===== src/rtl/dscmd_arbiter_pkg.sv =====
// Shared types and constants for the downstream command arbiter.
package dscmd_arbiter_pkg;

  localparam int unsigned ADDR_W = 6;
  localparam int unsigned DATA_W = 32;
  localparam int unsigned SRC_W  = 2;
  localparam int unsigned GAP_W  = 4;

  localparam logic [SRC_W-1:0] SRC_MAIN = 2'd0;
  localparam logic [SRC_W-1:0] SRC_ALT  = 2'd1;
  localparam logic [SRC_W-1:0] SRC_LCL  = 2'd2;

  typedef enum logic [1:0] {
    ST_IDLE  = 2'd0,
    ST_ISSUE = 2'd1,
    ST_GAP   = 2'd2
  } state_t;

  typedef struct packed {
    logic [ADDR_W-1:0] addr;
    logic [DATA_W-1:0] data;
    logic              resprqst;
  } cmd_t;

  // Round-robin successor: MAIN -> ALT -> LOCAL -> MAIN.
  function automatic logic [SRC_W-1:0] next_src(input logic [SRC_W-1:0] src);
    case (src)
      SRC_MAIN: return SRC_ALT;
      SRC_ALT:  return SRC_LCL;
      default:  return SRC_MAIN;
    endcase
  endfunction

endpackage


===== src/rtl/dscmd_arbiter_if.sv =====
// Bus bundle between unpacker, local requester, arbiter and command consumer.
interface dscmd_arbiter_if
  import dscmd_arbiter_pkg::*;
#(
  parameter int unsigned OVR_W = 8
);

  logic [ADDR_W-1:0] ds_cmd_addr;
  logic [DATA_W-1:0] ds_cmd_data;
  logic              ds_cmd_resprqst;
  logic              ds_cmd_is_alt;
  logic              ds_cmd_cnt;

  logic              lcl_valid;
  logic              lcl_ready;
  logic [ADDR_W-1:0] lcl_addr;
  logic [DATA_W-1:0] lcl_data;
  logic              lcl_resprqst;

  logic              cmd_busy;
  logic              cmd_rqst;
  logic [ADDR_W-1:0] cmd_addr;
  logic [DATA_W-1:0] cmd_data;
  logic              cmd_resprqst;
  logic [SRC_W-1:0]  cmd_src;
  logic              resp_cnt;

  logic [OVR_W-1:0]  ovr_main;
  logic [OVR_W-1:0]  ovr_alt;

  // Arbiter side.
  modport slave (
    input  ds_cmd_addr, ds_cmd_data, ds_cmd_resprqst, ds_cmd_is_alt, ds_cmd_cnt,
    input  lcl_valid, lcl_addr, lcl_data, lcl_resprqst,
    input  cmd_busy,
    output lcl_ready,
    output cmd_rqst, cmd_addr, cmd_data, cmd_resprqst, cmd_src, resp_cnt,
    output ovr_main, ovr_alt
  );

  // Environment side (unpacker, local requester, consumer).
  modport master (
    output ds_cmd_addr, ds_cmd_data, ds_cmd_resprqst, ds_cmd_is_alt, ds_cmd_cnt,
    output lcl_valid, lcl_addr, lcl_data, lcl_resprqst,
    output cmd_busy,
    input  lcl_ready,
    input  cmd_rqst, cmd_addr, cmd_data, cmd_resprqst, cmd_src, resp_cnt,
    input  ovr_main, ovr_alt
  );

endinterface


===== src/rtl/dscmd_arbiter_cmd_slot.sv =====
// cmd_slot: one captured unpacker command with pending flag and saturating overrun count.
module dscmd_arbiter_cmd_slot
  import dscmd_arbiter_pkg::*;
#(
  parameter int unsigned OVR_W = 8
) (
  input  logic             clk,
  input  logic             rst_n,
  input  logic             capture,
  input  cmd_t             cmd_in,
  input  logic             grant,
  output cmd_t             cmd,
  output logic             pend,
  output logic [OVR_W-1:0] ovr
);

  // Capture wins over grant; an overwrite of an ungranted pending command is an overrun.
  always_ff @(posedge clk or negedge rst_n) begin
    if (!rst_n) begin
      cmd  <= '0;
      pend <= 1'b0;
      ovr  <= '0;
    end else if (capture) begin
      cmd  <= cmd_in;
      pend <= 1'b1;
      if (pend && !grant && (ovr != '1)) begin
        ovr <= ovr + OVR_W'(1);
      end
    end else if (grant) begin
      pend <= 1'b0;
    end
  end

endmodule


===== src/rtl/dscmd_arbiter.sv =====
// Round-robin arbiter merging main/alt unpacker commands and a local requester
// into one paced command strobe stream.
module dscmd_arbiter
  import dscmd_arbiter_pkg::*;
#(
  parameter int unsigned GAP   = 2,
  parameter int unsigned OVR_W = 8
) (
  input  logic           clk,
  input  logic           rst_n,
  dscmd_arbiter_if.slave bus
);

  state_t           state;
  logic [GAP_W-1:0] gap_cnt;
  logic             last_cnt;
  logic [SRC_W-1:0] last_src;

  logic             cmd_rqst_q;
  logic             lcl_ready_q;
  logic             resp_cnt_q;
  cmd_t             cmd_q;
  logic [SRC_W-1:0] cmd_src_q;

  logic             new_cmd;
  logic             cap_main;
  logic             cap_alt;
  cmd_t             ds_cmd;
  cmd_t             lcl_cmd;
  cmd_t             main_cmd;
  cmd_t             alt_cmd;
  cmd_t             win_cmd;
  logic             main_pend;
  logic             alt_pend;

  logic             found;
  logic [SRC_W-1:0] winner;
  logic [SRC_W-1:0] cand;
  logic             cand_req;
  logic             grant_ok;
  logic             grant_main;
  logic             grant_alt;

  // Toggle-based new-command detect and slot steering.
  always_comb begin
    new_cmd  = bus.ds_cmd_cnt != last_cnt;
    cap_main = new_cmd && !bus.ds_cmd_is_alt;
    cap_alt  = new_cmd && bus.ds_cmd_is_alt;
    ds_cmd   = '{addr: bus.ds_cmd_addr, data: bus.ds_cmd_data, resprqst: bus.ds_cmd_resprqst};
    lcl_cmd  = '{addr: bus.lcl_addr, data: bus.lcl_data, resprqst: bus.lcl_resprqst};
  end

  dscmd_arbiter_cmd_slot #(.OVR_W(OVR_W)) u_main_slot (
    .clk     (clk),
    .rst_n   (rst_n),
    .capture (cap_main),
    .cmd_in  (ds_cmd),
    .grant   (grant_main),
    .cmd     (main_cmd),
    .pend    (main_pend),
    .ovr     (bus.ovr_main)
  );

  dscmd_arbiter_cmd_slot #(.OVR_W(OVR_W)) u_alt_slot (
    .clk     (clk),
    .rst_n   (rst_n),
    .capture (cap_alt),
    .cmd_in  (ds_cmd),
    .grant   (grant_alt),
    .cmd     (alt_cmd),
    .pend    (alt_pend),
    .ovr     (bus.ovr_alt)
  );

  // Round-robin search starting after the last granted source.
  always_comb begin
    found    = 1'b0;
    winner   = SRC_MAIN;
    cand     = next_src(last_src);
    cand_req = 1'b0;
    for (int i = 0; i < 3; i++) begin
      case (cand)
        SRC_MAIN: cand_req = main_pend;
        SRC_ALT:  cand_req = alt_pend;
        default:  cand_req = bus.lcl_valid;
      endcase
      if (!found && cand_req) begin
        found  = 1'b1;
        winner = cand;
      end
      cand = next_src(cand);
    end
    case (winner)
      SRC_MAIN: win_cmd = main_cmd;
      SRC_ALT:  win_cmd = alt_cmd;
      default:  win_cmd = lcl_cmd;
    endcase
    grant_ok   = (state == ST_IDLE) && !bus.cmd_busy && found;
    grant_main = grant_ok && (winner == SRC_MAIN);
    grant_alt  = grant_ok && (winner == SRC_ALT);
  end

  // Grant / issue / pacing FSM with registered command outputs.
  always_ff @(posedge clk or negedge rst_n) begin
    if (!rst_n) begin
      state       <= ST_IDLE;
      gap_cnt     <= '0;
      last_cnt    <= 1'b0;
      last_src    <= SRC_LCL;
      cmd_rqst_q  <= 1'b0;
      lcl_ready_q <= 1'b0;
      resp_cnt_q  <= 1'b0;
      cmd_q       <= '0;
      cmd_src_q   <= SRC_MAIN;
    end else begin
      last_cnt    <= bus.ds_cmd_cnt;
      cmd_rqst_q  <= 1'b0;
      lcl_ready_q <= 1'b0;
      case (state)
        ST_IDLE: begin
          if (grant_ok) begin
            cmd_q       <= win_cmd;
            cmd_src_q   <= winner;
            last_src    <= winner;
            lcl_ready_q <= (winner == SRC_LCL);
            cmd_rqst_q  <= 1'b1;
            if (win_cmd.resprqst) begin
              resp_cnt_q <= ~resp_cnt_q;
            end
            state <= ST_ISSUE;
          end
        end
        ST_ISSUE: begin
          if (GAP != 0) begin
            gap_cnt <= GAP_W'(GAP - 1);
            state   <= ST_GAP;
          end else begin
            state <= ST_IDLE;
          end
        end
        ST_GAP: begin
          if (gap_cnt == '0) begin
            state <= ST_IDLE;
          end else begin
            gap_cnt <= gap_cnt - GAP_W'(1);
          end
        end
        default: state <= ST_IDLE;
      endcase
    end
  end

  // Drive registered outputs onto the bus.
  always_comb begin
    bus.cmd_rqst     = cmd_rqst_q;
    bus.lcl_ready    = lcl_ready_q;
    bus.cmd_addr     = cmd_q.addr;
    bus.cmd_data     = cmd_q.data;
    bus.cmd_resprqst = cmd_q.resprqst;
    bus.cmd_src      = cmd_src_q;
    bus.resp_cnt     = resp_cnt_q;
  end

endmodule


===== src/flat_wrapper.sv =====
// flat-port wrapper written by rule: the top's interface ports become plain ports
module dscmd_arbiter_flat import dscmd_arbiter_pkg::*;
#(
  parameter int unsigned GAP   = 2,
  parameter int unsigned OVR_W = 8
)
  (clk, rst_n, bus_ds_cmd_addr, bus_ds_cmd_data, bus_ds_cmd_resprqst, bus_ds_cmd_is_alt, bus_ds_cmd_cnt, bus_lcl_valid, bus_lcl_addr, bus_lcl_data, bus_lcl_resprqst, bus_cmd_busy, bus_lcl_ready, bus_cmd_rqst, bus_cmd_addr, bus_cmd_data, bus_cmd_resprqst, bus_cmd_src, bus_resp_cnt, bus_ovr_main, bus_ovr_alt);
  dscmd_arbiter_if #(.OVR_W(OVR_W)) bus_i ();
  input  logic clk;
  input  logic rst_n;
  input wire logic [$bits(bus_i.ds_cmd_addr)-1:0] bus_ds_cmd_addr;
  input wire logic [$bits(bus_i.ds_cmd_data)-1:0] bus_ds_cmd_data;
  input wire logic [$bits(bus_i.ds_cmd_resprqst)-1:0] bus_ds_cmd_resprqst;
  input wire logic [$bits(bus_i.ds_cmd_is_alt)-1:0] bus_ds_cmd_is_alt;
  input wire logic [$bits(bus_i.ds_cmd_cnt)-1:0] bus_ds_cmd_cnt;
  input wire logic [$bits(bus_i.lcl_valid)-1:0] bus_lcl_valid;
  input wire logic [$bits(bus_i.lcl_addr)-1:0] bus_lcl_addr;
  input wire logic [$bits(bus_i.lcl_data)-1:0] bus_lcl_data;
  input wire logic [$bits(bus_i.lcl_resprqst)-1:0] bus_lcl_resprqst;
  input wire logic [$bits(bus_i.cmd_busy)-1:0] bus_cmd_busy;
  output wire logic [$bits(bus_i.lcl_ready)-1:0] bus_lcl_ready;
  output wire logic [$bits(bus_i.cmd_rqst)-1:0] bus_cmd_rqst;
  output wire logic [$bits(bus_i.cmd_addr)-1:0] bus_cmd_addr;
  output wire logic [$bits(bus_i.cmd_data)-1:0] bus_cmd_data;
  output wire logic [$bits(bus_i.cmd_resprqst)-1:0] bus_cmd_resprqst;
  output wire logic [$bits(bus_i.cmd_src)-1:0] bus_cmd_src;
  output wire logic [$bits(bus_i.resp_cnt)-1:0] bus_resp_cnt;
  output wire logic [$bits(bus_i.ovr_main)-1:0] bus_ovr_main;
  output wire logic [$bits(bus_i.ovr_alt)-1:0] bus_ovr_alt;
  assign bus_i.ds_cmd_addr = bus_ds_cmd_addr;
  assign bus_i.ds_cmd_data = bus_ds_cmd_data;
  assign bus_i.ds_cmd_resprqst = bus_ds_cmd_resprqst;
  assign bus_i.ds_cmd_is_alt = bus_ds_cmd_is_alt;
  assign bus_i.ds_cmd_cnt = bus_ds_cmd_cnt;
  assign bus_i.lcl_valid = bus_lcl_valid;
  assign bus_i.lcl_addr = bus_lcl_addr;
  assign bus_i.lcl_data = bus_lcl_data;
  assign bus_i.lcl_resprqst = bus_lcl_resprqst;
  assign bus_i.cmd_busy = bus_cmd_busy;
  assign bus_lcl_ready = bus_i.lcl_ready;
  assign bus_cmd_rqst = bus_i.cmd_rqst;
  assign bus_cmd_addr = bus_i.cmd_addr;
  assign bus_cmd_data = bus_i.cmd_data;
  assign bus_cmd_resprqst = bus_i.cmd_resprqst;
  assign bus_cmd_src = bus_i.cmd_src;
  assign bus_resp_cnt = bus_i.resp_cnt;
  assign bus_ovr_main = bus_i.ovr_main;
  assign bus_ovr_alt = bus_i.ovr_alt;
  dscmd_arbiter #(.GAP(GAP), .OVR_W(OVR_W)) u_core (.clk(clk), .rst_n(rst_n), .bus(bus_i));
endmodule

===== config.mk =====
export PLATFORM = sky130hd
export DESIGN_NAME = dscmd_arbiter_flat
export DESIGN_NICKNAME = d
export VERILOG_FILES = /design/src/rtl/dscmd_arbiter_pkg.sv /design/src/rtl/dscmd_arbiter_if.sv /design/src/rtl/dscmd_arbiter_cmd_slot.sv /design/src/rtl/dscmd_arbiter.sv /design/src/flat_wrapper.sv
export SDC_FILE = /design/constraint.sdc
export NUM_CORES = 1
export LEC_CHECK = 0
export ABC_AREA = 1
export BUFFER_PORTS_ARGS = -buffer_cell sky130_fd_sc_hd__buf_2
export CAP_MARGIN = 20
export CORE_ASPECT_RATIO = 1.5
export CORE_MARGIN = 5
export CORE_UTILIZATION = 40
export DETAILED_ROUTE_END_ITERATION = 10
export GPL_ROUTABILITY_DRIVEN = 0
export REMOVE_ABC_BUFFERS = 1
export SLEW_MARGIN = 25
export SYNTH_ARGS = -nofsm -noshare
export SYNTH_HDL_FRONTEND = slang
export SYNTH_SLANG_ARGS = --single-unit

===== constraint.sdc =====
create_clock -name clk -period 2.4 [get_ports clk]
set_input_delay 0.24 -clock clk [delete_from_list [all_inputs] [get_ports clk]]
set_output_delay 0.24 -clock clk [all_outputs]
set_load 0.02 [all_outputs]

### After elaboration in Yosys (flattened, before gate mapping)

Index checks and enable logic that the tools add are counted.

* input bits: 84
* register bits: 149
* logic and storage cells: 99

* equality and inequality tests: 14
* add/sub/neg operators: 3
* mux-type cells: 26
* bitwise gates (word level): 1
* reductions and logical operators: 34

Operators by type and width (count)
* one-hot mux 39 bit (2 select lines): 1
* adder 8 x 1 -> 8 bit, second input constant: 2
* != test 8 bit, second input constant: 2
* == test 2 x 1 -> 1 bit, second input constant: 6
* logical AND 1 bit: 12
* zero test 2 bit: 6
* one-hot mux 2 bit (2 select lines): 3
* 2-to-1 mux 1 bit: 11
* 2-to-1 mux 2 bit: 5
* AND reduction 2 bit: 5
* one-hot mux 4 bit (2 select lines): 1
* zero test 1 bit: 6
* one-hot mux 1 bit (2 select lines): 3
* one-hot mux 2 bit (3 select lines): 1
* nonzero test 2 bit: 3
* == test 2 bit, second input constant: 2
* zero test 4 bit: 1
* 2-to-1 mux 4 bit: 1
* != test 2 x 1 -> 1 bit, second input constant: 2
* subtractor 4 x 1 -> 4 bit, second input constant: 1
* AND reduction 3 bit: 1
* != test 2 bit, second input constant: 1
* != test 1 bit: 1
* NOT 1 bit: 1

### Longest topological paths before layout

Gate-level depths: netlist of the first run.

* depth after elaboration: 17
* gate-level depth with buffers: 16

### By module

A second synthesis of the first run with hierarchy kept.

* cell total of the unflattened synthesis: 843
* area, all modules: 6866.6 um^2

Modules (own cells, without submodules)
* dscmd_arbiter_cmd_slot: area each 2015.7 um^2, cells each 237, instances 2, seq. area each 1201.2 um^2
* dscmd_arbiter: area each 2835.2 um^2, cells each 369, instances 1, seq. area each 1302.5 um^2

### Worst setup path before layout of the first run

No wires, ideal clock.

* path kind: register to register
* start point: register u_core.last_src[1]
* end point: register u_core.resp_cnt_q, in the netlist u_core.bus.resp_cnt
* stages on the path, launching flop included: 16
* data arrival time: 1691 ps
* library setup time: 117 ps
* required time: 2283 ps
* buffers on the path: 2
* setup slack: 592 ps
* cells stage by stage: dfstp_2 buf_6 nor2_4 nand2_1 inv_2 nor2_2 nand4_1 nand2_2 buf_4 nand2_1 nand2_1 inv_1 nand2_1 nand2_1 nand2_1 nand2_1

* longest elaborated chain between the ends: 14

Ends and longest elaborated chain
* start, declared: line dscmd_arbiter.sv:17 `logic [SRC_W-1:0] last_src;`
* start signal, assigned: line dscmd_arbiter.sv:124 `last_src <= winner;`
* == test 2 x 1 -> 1 bit or zero test 2 bit (tied branches): line dscmd_arbiter_pkg.sv:27 `case (src)`
* one-hot mux 2 bit (2 select lines) (*): line dscmd_arbiter_pkg.sv:27
* branches (longest 11 deep; another with one-hot mux 39 bit (2 select lines))
* AND reduction 3 bit (no source line) (*)
* end signal, assigned: line dscmd_arbiter.sv:128 `resp_cnt_q <= ~resp_cnt_q;`
* end, declared: line dscmd_arbiter.sv:21 `logic resp_cnt_q;`

Every way passes the cells marked *.
A chain may end at the register's enable or synchronous reset.

### Final worst setup path of the first run

* start point: register u_core.last_src[1]
* end point: register u_core.u_alt_slot.ovr[6]

* longest elaborated chain between the ends: 17

Ends and longest elaborated chain
* == test 2 x 1 -> 1 bit or zero test 2 bit (tied branches): line dscmd_arbiter_pkg.sv:27
* one-hot mux 2 bit (2 select lines) (*): line dscmd_arbiter_pkg.sv:27
* branches (longest 10 deep; another with == test 2 x 1 -> 1 bit)
* logical AND 1 bit (*): line dscmd_arbiter.sv:100 `grant_alt = grant_ok && (winner == SRC_ALT);`
* zero test 1 bit (*): line dscmd_arbiter_cmd_slot.sv:26 `if (pend && !grant && (ovr != '1)) begin`
* logical AND 1 bit (*) (2 in series): line dscmd_arbiter_cmd_slot.sv:26
* AND reduction 2 bit (no source line) (*)
* end signal, assigned: line dscmd_arbiter_cmd_slot.sv:27 `ovr <= ovr + OVR_W'(1);`
* end, declared: line dscmd_arbiter_cmd_slot.sv:14 `output logic [OVR_W-1:0] ovr`

Marks and branches as above.

==> impl_results.md, run 1 <==
- Status: finished clean
- H-tree depth: 4
- CP max-delay cell: dfstp_2
- Reg2Reg Setup Slack: 0.26 ns
- Met2 WL: 8.675 mm
- Met3 WL: 678 um
- Leak pwr: 4.238 nW
- Layout net count: 1007
- Synth Area in Simple Gates: 0.2098
- Top-area cell type share of the netlist area: 0.5586
- Synth top area cells: dfrtp_1, nand2_1, o21ai_0
- Initial Util: 0.4068
- Antenna diodes: 0
- R2R Path Start: u_core.last_src[1]
- RSZ-0062 raised after global routing: false
- Post-DP Area: 0.007574 mm2
- Setup violators final: 0
- Die H: 167.1 um
- Hold WC Path Type: in -> reg
- Hold Fails Final Rpt: 0
- Syn Area/Cell: 8.530 um2
- Max rail drop VDD: 0.5691 mV
- Multiplexer area fraction after synthesis: 0
- Die ar.: 0.01918 mm2
- MaxCap Viol Count: 0
- Cells after synthesis: 772
- Remaining Overflow, GRT: 0
- Clock latency on the worst-skew pair: 0.41 ns
- Clock skew: 0.009029 ns
- Final wirelength: 17.03 mm
- Hold path startpoint: bus_ds_cmd_addr[0]
- Worst setup EP type: flop
- Rel. slew slack: 0.5659
- Row cnt: 57
- Final WS setup: 0.2554 ns
- Adder-Cell Fraction of Synth Area: 0.005700
- Cell Area, Synth: 0.006585 mm2
- Final std cells w/o fill: 1137
- Sequential area share after synthesis: 0.5626
- Largest area contributor in the netlist: dfrtp_1
- DRT met1 WL: 7.417 mm
- Compound-Gate Fraction of Synth Area: 0.1264
- Max incr delay on CP: 0.63 ns
- CTS Sinks: 148
- Delay-heaviest family, CP: simple AND/OR/NAND/NOR gates
- Setup crit start kind: flop
- Required @ worst endpoint: 2.71 ns
- CTS Buf Count: 17
- DRC violations left: 0
- Worst Hold Path EP: u_core.u_alt_slot.cmd[33]
- Hold_ws: 0.09400 ns
- Largest net degree at the start of global routing: 69
- Placed Cells: 1105
- 1st-iter DRT viols: 316
- Tcrit/Tclk final: 0.8936
- Final Max Tran Viols: 0
- Clk buf depth: 2
- Reg clk slew, reported paths: 0.06 ns
- #FFs+latches synth: 148
- Initial antenna violation count: 0
- CTS tree: done
- Post-route cell area: 0.008223 mm2
- Die Wd: 114.8 um
- First-pass GRT wire length: 28.24 mm
- Worst hold stages: 3
- Reg2reg end: u_core.u_alt_slot.ovr[6]
- Vias in the first global route: 5713
- DP Worst Slack: 0.2594 ns
- Post-route ant nets: 0
- Pwr dens: 1310 mW/mm2
- Yosys cell types: 33
- Worst path bufs/invs: 3
- Combinational family with the most area after synthesis: simple AND/OR/NAND/NOR gates
- Yosys warnings: 0
- Crit Path Class: reg -> reg
- Routed wire per std cell: 14.98 um
- Layout cells sized above 1: 0.2320
- Uppermost layer routed: met4
- Slew @ Worst Pin: 0.6511 ns
- Post-CTS Resized: 0
- Hpwl dp: 12.02 mm
- CP cell instances: nor2_2 > nand2_1 > clkinv_1 > nor2_1 > nand4_1 > nand2_2 > buf_4 > nand2_2 > nand3_4 > inv_2 > nand3b_1 > nand2_1
- Synth-to-layout area growth: 24.87%
- Via Count: 5615
- Clk root buf: clkbuf_16
- Worst Reg2Reg Path Length in Cells: 12
- Synth Area in XOR/XNOR: 0.01330
- Avg Vias per Cell: 4.938
- Final worst path period need: 2.145 ns
- FMAX: 466.3 MHz
- CP max FO: 16
- Global Route Usage Sum: 0.1845
- # IOs: 144
- IO buf count: 143
- Worst Path Arrival: 2.45 ns
- Core region area: 0.01619 mm2
- Iteration count of the initial detailed-routing pass: 5
==> cells in the mapped netlist <==
cell and n:
nand2_1 232, dfrtp_1 147, o21ai_0 91, inv_1 81
nand3_1 38, a21oi_1 36, nor2_1 23, a31oi_1 18
clkbuf_1 14, buf_2 13, o21ai_1 13, nand4_1 11
xor2_1 7, inv_2 6, buf_6 5, buf_4 4
nand2_2 4, nor3_1 4, ha_1 3, o22ai_1 3
xnor2_1 3, buf_1 2, nand3_2 2, nand3b_1 2
nor2_2 2, and3_1 1, clkinv_1 1, dfstp_2 1
nand2_4 1, nand3_4 1, nor2_4 1, nor2_8 1
or2_2 1
==> worst max-delay path by stage <==
stage                                endpoint                from  cells past startpoint  slack (ns)
floorplan           u_core.u_main_slot.ovr[2]     u_core.last_cnt                      6       -0.61
global placement     u_core.u_alt_slot.ovr[6]  u_core.last_src[1]                     12        0.34
detailed placement   u_core.u_alt_slot.ovr[4]  u_core.last_src[1]                     12        0.26
CTS                  u_core.u_alt_slot.ovr[3]  u_core.last_src[1]                     12        0.26
global route         u_core.u_alt_slot.ovr[3]  u_core.last_src[1]                     12        0.08
finish               u_core.u_alt_slot.ovr[6]  u_core.last_src[1]                     12        0.26
==> sequential cells by signal, indices dropped and copies added (netlist names) <==
name and count:
u_core.gap_cnt 4, u_core.bus.lcl_ready 1, u_core.bus.cmd_resprqst 1, u_core.u_alt_slot.cmd 39
u_core.last_cnt 1, u_core.u_main_slot.ovr 8, u_core.last_src 1, u_core.bus.cmd_data 32
u_core.u_main_slot.pend 1, u_core.bus.resp_cnt 1, u_core.bus.cmd_src 2, u_core.u_main_slot.cmd 39
u_core.bus.cmd_rqst 1, u_core.bus.cmd_addr 6, u_core.u_alt_slot.pend 1, u_core.state 2
u_core.u_alt_slot.ovr 8
==> cell usage in the layout (no fill, tap or decap), types with 3 or more instances in the layout <==
cell type and instances:
o21ai_0 91, o21ai_1 13, bufinv_16 4, nand2_2 4, nor2_1 23, nand2_1 232
a21oi_1 36, buf_2 142, buf_4 18, nand3_2 3, nand4_1 11, nor3_1 4
nand3_1 37, o22ai_1 3, xor2_1 7, clkinv_4 3, clkbuf_16 17, buf_12 4
a31oi_1 18, ha_1 3, inv_2 6, dfrtp_1 147, inv_1 81, xnor2_1 3
==> power by group <==
group / switching (W) / internal, W / total [W]
Combinational: 0.00283 / 0.00143 / 0.00427
Clock: 0.00104 / 0.00179 / 0.00283
Sequential: 0.000464 / 0.00321 / 0.00368
Total: 0.00434 / 0.00644 / 0.0108
==> kinds of logic after synthesis <==
kind of cell / count (synthesis)
xor gates and xnor gates: 10
DFF: 148
buffers and inverters: 126
adders and majority gates: 3
AOI/OAI and AO/OA: 161
and+or+nand+nor: 324
==> what timing repair did <==
action	in CTS	in global routing
hold buffers	2	0
endpoints found under the hold margin	67	0
buffers inserted	0	0
==> cell type report <==
| cell class | instances | area (um2) |
|---|---|---|
| Fill cell | 1588 | 7966 |
| Clock buffer | 19 | 452.9 |
| Clock inverter | 11 | 176.4 |
| Timing Repair Buffer | 167 | 957.2 |
| Tap cell | 206 | 257.7 |
| Multi-Input combinational cell | 498 | 2344 |
| Inverter | 88 | 330.3 |
| Sequential cell | 148 | 3705 |
==> tightest hold or removal path: cells and delay by family <==
kind	cells	cell delay, ns
AOI/OAI and AO/OA	1	0.08
buffers and inverters	2	0.14
==> stage by stage <==
stage	power, W	setup TNS (ns)	utilization
6_report	0.01078	0	0.5079
3_3_place_gp	0.007993	0	0.4678
2_1_floorplan	0.006301	-7.039	-
3_5_place_dp	0.008054	0	0.4678
4_1_cts	0.01093	0	0.5079
5_1_grt	0.01155	0	0.5079
==> per-layer routing <==
layer | track usage | vias to the layer above
met5 | 0 | -
met4 | 0.05924 | 0
met3 | 0.04116 | 15
met2 | 0.3087 | 132
met1 | 0.2365 | 2689
li1 | - | 2779
(Power assumes the default switching activity.)
==> run 2, diff against run 1 <==
--- a/config.mk
+++ b/config.mk
@@ -5,7 +5,6 @@
 export SDC_FILE = /design/constraint.sdc
 export NUM_CORES = 1
 export LEC_CHECK = 0
-export ABC_AREA = 1
 export BUFFER_PORTS_ARGS = -buffer_cell sky130_fd_sc_hd__buf_2
 export CAP_MARGIN = 20
 export CORE_ASPECT_RATIO = 1.5
==> impl_results.md, run 2 <==
- Status: finished clean
- Post-synth EDFFs: 0
- Top post-synthesis cells by count: dfrtp_1, mux2_2, nor2_1, a21oi_1, a222oi_1
- CP cell instances: o2bb2ai_1 > a31o_2 > buf_4 > a222oi_1 > a21oi_1
- Clock share of power: 0.281
- Largest area contributor in the netlist: dfrtp_1
- Worst setup EP type: flop
- Antenna diodes: 0
- Crit Path Class: reg -> reg
- Via Count: 4587
- Clock skew: 0.01057 ns
- Hold WC Path Type: in -> reg
- Hold Fails Final Rpt: 0
- Top-area cell type share of the netlist area: 0.5966
- # IOs: 144
- Cell Area, Synth: 0.006166 mm2
- Sequential area share after synthesis: 0.6009
- Clock latency on the worst-skew pair: 0.41 ns
- First-pass GRT wire length: 25.59 mm
- Reg2Reg Setup Slack: 0.38 ns
- Reg clk slew, reported paths: 0.06 ns
- Final wirelength: 15.89 mm
- Setup violators final: 0
- Initial antenna violation count: 0
- Psw: 0.003739 W
- Adder-Cell Fraction of Synth Area: 0.006088
- Final Max Tran Viols: 0
- MaxCap Viol Count: 0
- Internal: 0.006693 W
- Routed wire per std cell: 18.94 um
- Leak pwr: 3.571 nW
- Pwr dens: 1333 mW/mm2
- Clk buf depth: 2
- Setup crit start kind: flop
- Hold_ws: 0.07661 ns
- Post-route ant nets: 0
- Multiplexer area fraction after synthesis: 0.1461
- Row cnt: 55
- Avg Vias per Cell: 5.467
- Worst hold stages: 2
- H-tree depth: 4
- Layout net count: 717
- Die H: 162.1 um
- Post-CTS Setup Bufs: 0
- Final worst path period need: 2.019 ns
- Yosys warnings: 0
- 1st-iter DRT viols: 521
- Worst Reg2Reg Path Length in Cells: 5
- Clk root buf: clkbuf_16
- Iteration count of the initial detailed-routing pass: 8
- Cells after synthesis: 488
- Synth top area cells: dfrtp_1, mux2_2, a222oi_1
- Final WS setup: 0.3808 ns
- Worst setup path start: u_core.last_src[1]
- FMAX: 495.2 MHz
- Gate power share: 0.348
- DRC violations left: 0
- Die ar.: 0.01805 mm2
- Max rail drop VDD: 0.4834 mV
- Yosys cell types: 40
- Reg power frac: 0.372
- Top-count cell post-synth: dfrtp_1
- Hold path startpoint: bus_ds_cmd_addr[2]
- Worst Path Arrival: 2.35 ns
- CP max-delay cell: dfstp_2
- Vias in the first global route: 4986
- Required @ worst endpoint: 2.73 ns
- Setup TNS: 0 ns
- CTS tree: done
- R2R Path Start: u_core.last_src[1]
- RSZ-0062 raised after global routing: false
- Synth Area in XOR/XNOR: 0.02273
- Synth async-reset ratio: 1.000
- Global Route Usage Sum: 0.1793
- Sw Ratio: 0.3584
- Core region area: 0.01514 mm2
- CP max FO: 20
- Die Wd: 111.4 um
- CTS Buf Count: 17
- Max incr delay on CP: 0.61 ns
- Commonest non-fill, non-tap cell in the layout: dfrtp_1
- Combinational family with the most area after synthesis: multiplexers
- Remaining Overflow, GRT: 0
- Slew @ Worst Pin: 0.6336 ns
- Compound-Gate Fraction of Synth Area: 0.1234
- Synth Area in Simple Gates: 0.06879
- #FFs+latches synth: 148
- Layout cells sized above 1: 0.4328
- Hpwl dp: 10.48 mm
- Syn Area/Cell: 12.64 um2
- CTS Sinks: 148
- IO buf count: 143
- DP Worst Slack: 0.4006 ns
- Rel. slew slack: 0.5776
- Synth-to-layout area growth: 26.91%
- Initial Util: 0.4073
- Largest net degree at the start of global routing: 80
- Synth Flop Type: dfrtp_1
- Most frequent cells in the layout: dfrtp_1, buf_2, mux2_2
- Tcrit/Tclk final: 0.8413
-- run 2: changes by cell type after synthesis, moves of 28 or more --
cell      change
a222oi_1     +39
o21ai_0      -88
nand3_1      -28
mux2_2       +80
inv_1        -68
nand2_1     -214
-- run 2: final timing paths --
check / endpoint
setup / recovery: u_core.bus.cmd_data[28]
hold / removal: u_core.u_main_slot.cmd[35]
setup reg to reg: u_core.bus.cmd_data[28]
hold reg to reg: u_core.bus.resp_cnt
max in group asynchronous: u_core.u_alt_slot.cmd[1]
min in group asynchronous: u_core.bus.cmd_addr[2]
-- run 2: layout make-up --
cell class | instances | area, um2
clock inverter | 8 | 172.7
fill | 1351 | 7315
clock buffer | 21 | 480.5
inverter | 14 | 52.55
multi-input combinational | 292 | 2296
sequential | 148 | 3705
tap | 199 | 249.0
timing repair buffer | 157 | 869.6
-- run 2: through the flow --
stage          instance area (um2)  total power, W  utilization  instances
2_1_floorplan                 6021        0.006131            -        454
3_3_place_gp                  7152        0.007432       0.4724        808
3_5_place_dp                  7152        0.007556       0.4724        808
4_1_cts                       7825         0.01053       0.5169        839
5_1_grt                       7825         0.01106       0.5169        839
6_report                      7825         0.01043       0.5169        839
-- run 2: layer usage --
| metal | share of wire | track usage | up-vias |
|---|---|---|---|
| met3 | 0.056 | 0.04137 | 20 |
| met5 | 0 | 0 | - |
| met2 | 0.55 | 0.3248 | 177 |
| met4 | 0.019 | 0.07028 | 0 |
| met1 | 0.37 | 0.2039 | 2316 |
| li1 | - | - | 2074 |
-- run 2: what timing repair did --
item / in CTS / in global routing
gates resized for setup: 0 / 0
hold endpoints to repair: 64 / 0
hold buffers: 2 / 0
-- run 2: worst max-delay path, delay by kind of cell, from the launching register on --
| kind | cells | cell delay, ns |
|---|---|---|
| AO/OA/AOI/OAI | 4 | 0.94 |
| flip-flops | 1 | 0.61 |
| buffers and inverters | 1 | 0.39 |
-- run 2: kinds of logic after synthesis --
group	Yosys count
xor gates and xnor gates	16
muxes	80
AOI/OAI and AO/OA	98
adders and majority gates	3
DFF	148
buffers and inverters	48
and+or+nand+nor	95
-- run 2: power by group through the flow --
stage	registers, W	clock network, W	logic (W)
after global placement	0.00386	0	0.00357
final	0.00388	0.00293	0.00363
after detailed placement	0.00390	0	0.00365
after floorplan	0.00434	0	0.00180
after global routing	0.00397	0.00311	0.00398
after CTS	0.00387	0.00299	0.00367
